$ cat config.mk
export PLATFORM = sky130hd
export DESIGN_NAME = abh
export DESIGN_NICKNAME = d
export VERILOG_FILES = /design/src/rtl/abh.sv
export SDC_FILE = /design/constraint.sdc
export NUM_CORES = 1
export LEC_CHECK = 0
export CAP_MARGIN = 30
export CORE_MARGIN = 2
export CORE_UTILIZATION = 47
export CTS_CLUSTER_DIAMETER = 200
export DETAILED_ROUTE_END_ITERATION = 6
export HOLD_SLACK_MARGIN = 0.08
export PLACE_DENSITY = 0.77
export SETUP_SLACK_MARGIN = 0.02
export SYNTH_ARGS = -nofsm -noshare
export SYNTH_HDL_FRONTEND = slang
export SYNTH_SLANG_ARGS = --single-unit
$ cat constraint.sdc
create_clock -name clk -period 2.9 [get_ports clk]
set_input_delay 0.725 -clock clk [delete_from_list [all_inputs] [get_ports clk]]
set_output_delay 0.725 -clock clk [all_outputs]
set_load 0.005 [all_outputs]
$ cat src/rtl/abh.sv
// abh -- address-bus-high stage of an 8-bit CPU address path.
//
// Selects the next high address byte (ADH) from the current high byte (ABH),
// the program counter high (PCH), the address hold (AHH), the data bus or a
// fixed page, then registers it into ABH.
//
// Ports:
//   clk     rising-edge clock
//   rst     synchronous active-high reset
//   CI      carry from the address-low stage
//   pcl_co  carry out of the PCL increment
//   DB      data bus
//   op      high-byte operation select
//   ld_ahh  load AHH from DB
//   ld_pc   load PCH with ABH + pcl_co
//   ADH     unregistered next address-bus-high
//   PCH     program counter high (registered)
//   AHH     address hold high (registered)
//   fix     stall request, high during a carry-fixup cycle
//
// Build option: ABH_DEFER_CARRY_EN
//   defined   - a nonzero page-crossing adjustment (ops 0110/0111/1000) is
//               deferred to a one-cycle FIX state, like NMOS parts
//   undefined - the adjustment is applied in the same cycle, fix is tied 0
module abh (
  input  logic       clk,
  input  logic       rst,
  input  logic       CI,
  input  logic       pcl_co,
  input  logic [7:0] DB,
  input  logic [3:0] op,
  input  logic       ld_ahh,
  input  logic       ld_pc,
  output logic [7:0] ADH,
  output logic [7:0] PCH,
  output logic [7:0] AHH,
  output logic       fix
);

  logic [7:0] abh_q, abh_d;
  logic [7:0] pch_q, pch_d;
  logic [7:0] ahh_q, ahh_d;

  // Decode: adh_now is the full same-cycle result; adh_base/adj_* split the
  // carry-adjusting ops into base plus a +1/-1 adjustment for deferral.
  logic [7:0] adh_now, adh_base;
  logic       defer_op, adj_nz, adj_neg;

  always_comb begin
    adh_now  = abh_q;
    adh_base = abh_q;
    defer_op = 1'b0;
    adj_nz   = 1'b0;
    adj_neg  = 1'b0;
    unique case (op)
      4'b0000: adh_now = abh_q;
      4'b0001: adh_now = abh_q + {7'b0, CI};
      4'b0010: adh_now = pch_q;
      4'b0011: adh_now = 8'h01;
      4'b0100: adh_now = 8'h00;
      4'b0101: adh_now = 8'hFF;
      4'b0110: begin
        adh_now  = ahh_q + {7'b0, CI};
        adh_base = ahh_q;
        defer_op = 1'b1;
        adj_nz   = CI;
      end
      4'b0111: begin
        adh_now  = DB + {7'b0, CI};
        adh_base = DB;
        defer_op = 1'b1;
        adj_nz   = CI;
      end
      4'b1000: begin
        // Sign byte plus carry nets to -1, 0 or +1: nonzero only when they differ.
        adh_now  = abh_q + {8{DB[7]}} + {7'b0, CI};
        adh_base = abh_q;
        defer_op = 1'b1;
        adj_nz   = CI ^ DB[7];
        adj_neg  = DB[7];
      end
      default: adh_now = abh_q;
    endcase
  end

`ifdef ABH_DEFER_CARRY_EN
  typedef enum logic {IDLE = 1'b0, FIX = 1'b1} state_t;

  state_t state_q, state_d;
  logic   adj_neg_q, adj_neg_d;
  logic   ld_en;

  always_comb begin
    state_d   = state_q;
    adj_neg_d = adj_neg_q;
    ADH       = adh_now;
    fix       = 1'b0;
    ld_en     = 1'b1;
    if (state_q == FIX) begin
      // Dummy cycle: apply the latched adjustment whatever op says.
      ADH     = abh_q + (adj_neg_q ? 8'hFF : 8'h01);
      fix     = 1'b1;
      ld_en   = 1'b0;
      state_d = IDLE;
    end else if (defer_op && adj_nz) begin
      ADH       = adh_base;
      state_d   = FIX;
      adj_neg_d = adj_neg;
    end
  end

  always_ff @(posedge clk) begin
    if (rst) begin
      state_q   <= IDLE;
      adj_neg_q <= 1'b0;
    end else begin
      state_q   <= state_d;
      adj_neg_q <= adj_neg_d;
    end
  end
`else
  logic ld_en;

  always_comb begin
    ADH   = adh_now;
    fix   = 1'b0;
    ld_en = 1'b1;
  end
`endif

  always_comb begin
    abh_d = ADH;
    ahh_d = (ld_ahh && ld_en) ? DB : ahh_q;
    pch_d = (ld_pc && ld_en) ? (abh_q + {7'b0, pcl_co}) : pch_q;
  end

  always_ff @(posedge clk) begin
    if (rst) begin
      abh_q <= 8'h00;
      pch_q <= 8'h00;
      ahh_q <= 8'h00;
    end else begin
      abh_q <= abh_d;
      pch_q <= pch_d;
      ahh_q <= ahh_d;
    end
  end

  assign PCH = pch_q;
  assign AHH = ahh_q;

endmodule

## After elaboration in Yosys (flattened, before gate mapping)

Cells that the tools add are included.

- Add/subtract/negate cells: 6
- $mul: 0
- Div/mod/pow operators: 0
- $lt $le $gt $ge: 0
- Equal/unequal tests: 8
- Shift-type cells: 0
- Mux-type cells: 1
- Bitwise logic cells: 0
- Reduce and logical (&&, ||, !) cells: 0

Operators with widths:

| cell | count |
|---|---|
| 8-bit one-hot mux with 8 select lines | 1 |
| 8-bit by 1-bit adder with 8-bit output | 5 |
| 4-bit by 3-bit == test with 1-bit output (second input constant) | 4 |
| 8-bit adder | 1 |
| 4-bit by 2-bit == test with 1-bit output (second input constant) | 2 |
| 4-bit by 1-bit == test with 1-bit output (second input constant) | 1 |
| 4-bit == test (second input constant) | 1 |

- Register bits after elaboration: 24
- Latch bits: 0
- Memory bits (writable): 0
- Memory bits (read-only): 0
- Input bits: 18
- Output and inout port bits: 25
- Memories: 0

## Depth between registers and ports, before layout

Gate-level depths: netlist of run 1.

- Depth in word-level cells: 3
- Gate-level depth with buffers: 12

## Worst setup path before layout of run 1

Ideal clock, no wire load.

- Kind: input -> output
- Start: in op[0]
- End: out ADH[6]
- Arrival time: 2.389 ns
- Path slack: -0.214 ns
- Cell stages on the path: 11
- Path buffers: 3
- Cells stage by stage: buf_2 buf_6 buf_6 mux2i_1 o21ai_0 ha_1 ha_1 nand4b_1 xor2_1 a211oi_2 nor3_1

- Longest elaborated chain between the ends: 2
- Elaborated cells on any way between the ends: 9

RTL lines:

| element | RTL line | text |
|---|---|---|
| from (decl) | 31 | `input logic [3:0] op,` |
| 4-bit == test (tied with other cells) | - |  |
| 8-bit one-hot mux with 8 select lines * | 55 | `unique case (op)` |
| to (decl) | 34 | `output logic [7:0] ADH,` |

Mark *: on every way between the ends. The rest lies on a longest branch, timed or not.

## Worst setup path in the final report of run 1

- Start: in op[3]
- End: out ADH[3]

Same word-level chain as after synthesis.

==> results.yml, run 1 <==
setup_path:
  path_delay_family: "compound AO/OA/AOI/OAI gates"
  crit_start: "op[3]"
  cp.arrival_ps: 2490
  crit_type: "primary input to output port"
  r2r-start: "abh_q[0]"
  ff2ff_path_depth: 10
  start_kind: "primary input"
  crit_chain: "buf_6 -> nand3b_1 -> o21ai_2 -> ha_4 -> buf_6 -> a21boi_4 -> o21ai_2 -> xnor2_2 -> o22ai_2 -> nor2b_2 -> buf_2"
  rr_endpoint: "abh_q[6]"
  crit_slowest_cell: "nand3b_1"
  endpoint_kind: "output port"
  crit_path_end: "ADH[3]"
  max_stage_delay_ps: 270
  reg2reg_slack_ps: 680
  cp_max_fo: 4
  critPathRequiredTime_ps: 2170
  path_depth: 11
  path_buf_inv: 3
die:
  start_util: 0.480
  fp.dieW_um: 70.3
  die_h_um: 70.3
  ios: 43
  rows: 24
  core_area_um2: 4290
  dieArea_um2: 4940
cells_and_area:
  fin_util: 0.745
  fin_area_um2: 3200
  num-fill-cells: 305
  drive_above_1_share: 0.365
  n_antenna_cell: 0
  fin_cells: 400
  area_growth_syn_to_layout_pct: 55.0
  nets: 379
yosys:
  syn_area_um2: 2060
  async_flop_share: 0
  synth_cell_types: 56
  yosys_warnings: 0
  synth_top_area_share: 0.233
  yosys-top-cells-area: "dfxtp_1, mux2i_1, ha_1"
  syn_nets: 289
  syn_avg_cell_area_um2: 7.97
  synth_area_leader_cell: "dfxtp_1"
  synth_edf_count: 0
  synth_ff_type: "dfxtp_1"
  ys_seq_area_frac: 0.233
  synth_seq_cells: 24
  synthCells: 259
grt:
  grt_pass1_wl_mm: 11.5
  antenna_found_initial: 0
  grt_usage: 0.296
  grt_pass1_vias: 2290
  overflow: 0
  grt_start_max_net_pins: 25
timing:
  timing.fmax_ghz: 0.311
  drv_slew: 0
  timing.setup.tns_ps: -1650
  hold_slack_ps: 521
  clock_skew_ps: 3.50
  hold_violations: 0
  fin_crit_sh: 1.11
  rsz0062_at_grt: "true"
  tightest_slew_ps: 556
  fin_ws_ps: -313
  slew_headroom: 0.628
  setup_viol: 8
  min_period_ps: 3210
placed_design:
  place_area_um2: 2850
  place_ws_ps: -1200
  dp_cells: 385
  gp_congestion: 0.932
  dp_hpwl_mm: 4.78
  io_buffers: 41
routing:
  drtIter0Drc: 222
  vias_per_cell: 6.07
  firstDrtPassIters: 5
  via_count: 2427
  drt-total-wl_mm: 7.31
  drc: 0
  wl_per_cell_um: 18.3
  ant_nets: 0
outcome:
  violations: "negative setup slack"
  status: "finished with violations"
power:
  max-vdd-ir-drop_mv: 0.208
  power_density_nw_per_um2: 372
  power_mw: 1.19
  power.leakage_nw: 1.33
job:
  drv_cap: 0
clocking:
  cts_max_path_buffers: 2
  insertion_delay_ps: 280
  htreeDepth: 1
  cts_tree: "done"
  numCtsBuffers: 3
  cts-root-buf: "clkbuf_8"
  cts_sinks: 24
  clk_pin_slew_ps: 100
hold_path:
  min_path_type: "flip-flop to flip-flop"
## registers in the layout, summed over array words and instances, names as in the netlist
name	cells
abh_q	8
PCH	8
AHH	8
## routing by layer
layer | global-route usage | wire (µm)
met5 | 0 | 0
met3 | 0.0462 | 609
met4 | 0.175 | 406
met2 | 0.441 | 3270
met1 | 0.403 | 3020
## area by class of cell
type | instances | area [µm²] | area share
Timing Repair Buffer | 101 | 836 | 0.261
Multi-Input combinational cell | 212 | 1720 | 0.538
Clock inverter | 1 | 30.0 | 0.00939
Tap cell | 52 | 65.1 | 0.0203
Clock buffer | 3 | 41.3 | 0.0129
Sequential cell | 24 | 480 | 0.150
Inverter | 7 | 26.3 | 0.00822
## timing repair
action / CTS / global route
resized for setup: 98 / 15
hold buffers: 0 / 0
setup buffers: 9 / 3
setup endpoints to repair: 8 / 8
pin swaps: 33 / 20
## cells in the mapped netlist (2+ instances only)
cell type	number
a211oi_1	6
a21o_1	3
a21oi_1	16
a221oi_1	2
a311oi_1	3
and3_1	2
and3b_1	2
buf_2	4
buf_6	3
clkbuf_1	7
dfxtp_1	24
fa_1	2
ha_1	10
inv_1	6
mux2_1	3
mux2i_1	18
nand2_1	11
nand2b_1	2
nand3_1	7
nand3b_1	3
nand4_1	2
nand4b_1	2
nor2_1	33
nor2b_1	8
nor3_1	5
nor3b_1	4
o211ai_1	2
o21a_1	4
o21ai_0	13
o21ai_1	10
o22ai_1	4
or3_1	4
xnor2_1	6
xor2_1	6
## cells by family (layout without fill, tap and decap cells)
logic type / count (synthesis) / in the layout / share of synthesized area
AND/OR/NAND/NOR: 90 / 90 / 0.232
AO/OA/AOI/OAI: 75 / 75 / 0.235
flip-flops: 24 / 24 / 0.233
buffers and inverters: 23 / 112 / 0.0570
multiplexers: 22 / 22 / 0.110
adder cells (fa/ha/maj): 12 / 12 / 0.0800
XOR/XNOR: 12 / 12 / 0.0509
other: 1 / 1 / 0.00182
## power breakdown
group	internal, mW	switching (mW)
logic	0.258	0.235
registers	0.353	0.0272
clock network	0.185	0.129
## worst register-to-register path, delay by kind of cell, from the launching register on
family	cells	cell delay [ps]
buffers and inverters	2	190
AND/OR/NAND/NOR	2	360
adder cells (fa/ha/maj)	2	600
flip-flops	1	350
AO/OA/AOI/OAI	4	640
## layout by cell type, fill, tap and decap left out, types with 6 or more instances in the layout
cell type,Yosys,layout
nor2_1,33,32
nor2b_1,8,7
o21ai_0,13,7
dfxtp_1,24,24
nand2_1,11,9
mux2i_1,18,15
clkdlybuf4s50_1,0,24
buf_6,3,9
nand3_1,7,6
o21ai_1,10,9
buf_4,1,53
o21ai_2,0,7
buf_2,4,11
a21oi_1,16,14
## worst min path at each step
| stage | endpoint | cells past startpoint | startpoint |
|---|---|---|---|
| detailed placement | PCH[4] | 2 | PCH[4] |
| finish | PCH[4] | 2 | PCH[4] |
| global route | PCH[4] | 2 | PCH[4] |
| CTS | PCH[4] | 2 | PCH[4] |
| global placement | AHH[6] | 2 | AHH[6] |
| floorplan | PCH[5] | 2 | PCH[5] |
No activity file was read; power rests on OpenSTA's default activity.
==> inputs of run 2 (changes only) <==
CORE_UTILIZATION = 52   (was 47)
GPL_ROUTABILITY_DRIVEN = 0   (was not set)
PLACE_DENSITY = 0.81   (was 0.77)
clock period = 3.65 ns   (was 2.9 ns; I/O delays follow)
==> run 2 against run 1 <==
The run now ends clean. Count of clock-buffer cells in the layout is the same. Utilization grew 4.9 points. Power shrank 30%. Critical path type unchanged. Critical endpoint is now ADH[6]. Largest power group unchanged.
==> results.yml, run 2 (synthesis results as in run 1) <==
grt:
  met2_usage: 0.546
  overflow: 0
  grt_pass1_vias: 2305
  grt_usage: 0.326
  grt_start_max_net_pins: 25
  antenna_found_initial: 0
  top_usage_layer: "met2"
  use_met3: 0.0760
  grt_use_met1: 0.399
  grt_pass1_wl_mm: 11.0
power:
  max-vdd-ir-drop_mv: 0.178
  power_density_nw_per_um2: 279
  power.leakage_nw: 1.24
clocking:
  clk_pin_slew_ps: 80
  numCtsBuffers: 3
  cts_sinks: 24
  insertion_delay_ps: 270
  cts_tree: "done"
  cts-root-buf: "clkbuf_8"
  htreeDepth: 1
  cts_hold_buf: 0
  cts_max_path_buffers: 2
timing:
  drv_slew: 0
  setup_viol: 0
  tightest_slew_ps: 980
  slew_headroom: 0.344
  rsz0062_at_grt: "true"
  timing.setup.tns_ps: 0
  fin_crit_sh: 0.994
  min_period_ps: 3630
  clock_skew_ps: 2.30
  timing.fmax_ghz: 0.276
  hold_violations: 0
die:
  core_area_um2: 3740
  rows: 22
  dieArea_um2: 4490
  die_h_um: 67.0
  ios: 43
  start_util: 0.551
  fp.dieW_um: 67.0
cells_and_area:
  nets: 370
  num-fill-cells: 250
  layout_common_cells: "buf_4, nor2_1, clkdlybuf4s50_1, dfxtp_1, mux2i_1"
  area_growth_syn_to_layout_pct: 44.0
  mostFrequentLayoutCell: "buf_4"
  drive_above_1_share: 0.302
  multi_input_area_um2: 1610
  n_antenna_cell: 0
  fin_area_um2: 2970
  seq_area_um2: 480
placed_design:
  place_area_um2: 2720
  io_buffers: 41
  dp_hpwl_mm: 4.66
setup_path:
  ff2ff_path_depth: 16
  path_buf_inv: 3
  crit_type: "primary input to output port"
  crit_start: "CI"
  crit_slowest_cell: "fa_2"
  reg2reg_slack_ps: 780
  r2r-start: "abh_q[0]"
  start_kind: "primary input"
  endpoint_kind: "output port"
  cp.arrival_ps: 2710
  path_delay_family: "compound AO/OA/AOI/OAI gates"
  crit_chain: "buf_4 -> fa_2 -> inv_2 -> fa_2 -> nand2b_4 -> a21oi_2 -> o21a_1 -> o21a_1 -> o21ba_4 -> nor3_2 -> buf_2"
  path_depth: 11
  critPathRequiredTime_ps: 2740
  cp_max_fo: 2
  max_stage_delay_ps: 400
hold_path:
  min_from: "PCH[5]"
  worstHoldPathCells: 2
  min_path_type: "flip-flop to flip-flop"
outcome:
  status: "complete, no violations"
routing:
  wl_per_cell_um: 18.2
  drtIter0Drc: 260
  vias_per_cell: 6.31
  drc: 0
  via_count: 2435
  firstDrtPassIters: 7
  drt-total-wl_mm: 7.02
  ant_nets: 0
job:
  drv_cap: 0
run 2: changes by cell type in the layout (fill, tap and decap cells not counted), sizes merged:
cell / change
buf: -18
clkbuf: +7
clkdlybuf4s50: +2
bufinv: -1
clkdlybuf4s15: +1
dlygate4sd2: -1
run 2: tightest hold or removal path: stages (launching register included):
cell	delay, ps
dfxtp_1	330
nor2_1	90
a311oi_1	50
run 2: what timing repair did:
item	CTS	global route
setup buffers	13	2
cloned	0	0
pin swaps	17	18
endpoints found under the setup margin	8	9
gates resized for setup	66	26
run 2: final cells by class:
type                       instances  area share
tap                               48      0.0202
inverter                           7     0.00884
multi-input combinational        212       0.540
clock buffer                       3      0.0139
sequential                        24       0.162
timing repair buffer              92       0.255
run 2: metal layers:
layer,vias to the layer above,wire (µm)
li1,1114,-
met3,30,600
met2,135,3330
met5,-,0
met4,0,238
met1,1156,2850
run 2: per-stage QoR:
| stage | instances | power [mW] | util | hold WS (ps) | setup WS (ps) |
|---|---|---|---|---|---|
| final | 386 | 0.830 | 0.794 | 513 | 23.2 |
| after floorplan | 259 | 0.471 | - | 489 | 161 |
| after global placement | 369 | 0.609 | 0.727 | 498 | -842 |
| after CTS | 385 | 0.806 | 0.784 | 516 | 9.90 |
| after detailed placement | 369 | 0.617 | 0.727 | 504 | -867 |
| after global routing | 386 | 0.873 | 0.794 | 530 | -62.4 |
run 2: power by group:
part / leakage [nW] / switching [mW] / total (mW) / internal [mW]
Sequential: 0.198 / 0.0211 / 0.302 / 0.281
Clock: 0.0216 / 0.0888 / 0.163 / 0.0741
Combinational: 1.02 / 0.175 / 0.366 / 0.190
Total: 1.24 / 0.285 / 0.830 / 0.545
run 2: worst paths after layout:
path              endpoint
setup / recovery    ADH[6]
setup reg to reg  abh_q[1]
hold reg to reg     PCH[5]
hold / removal      PCH[5]
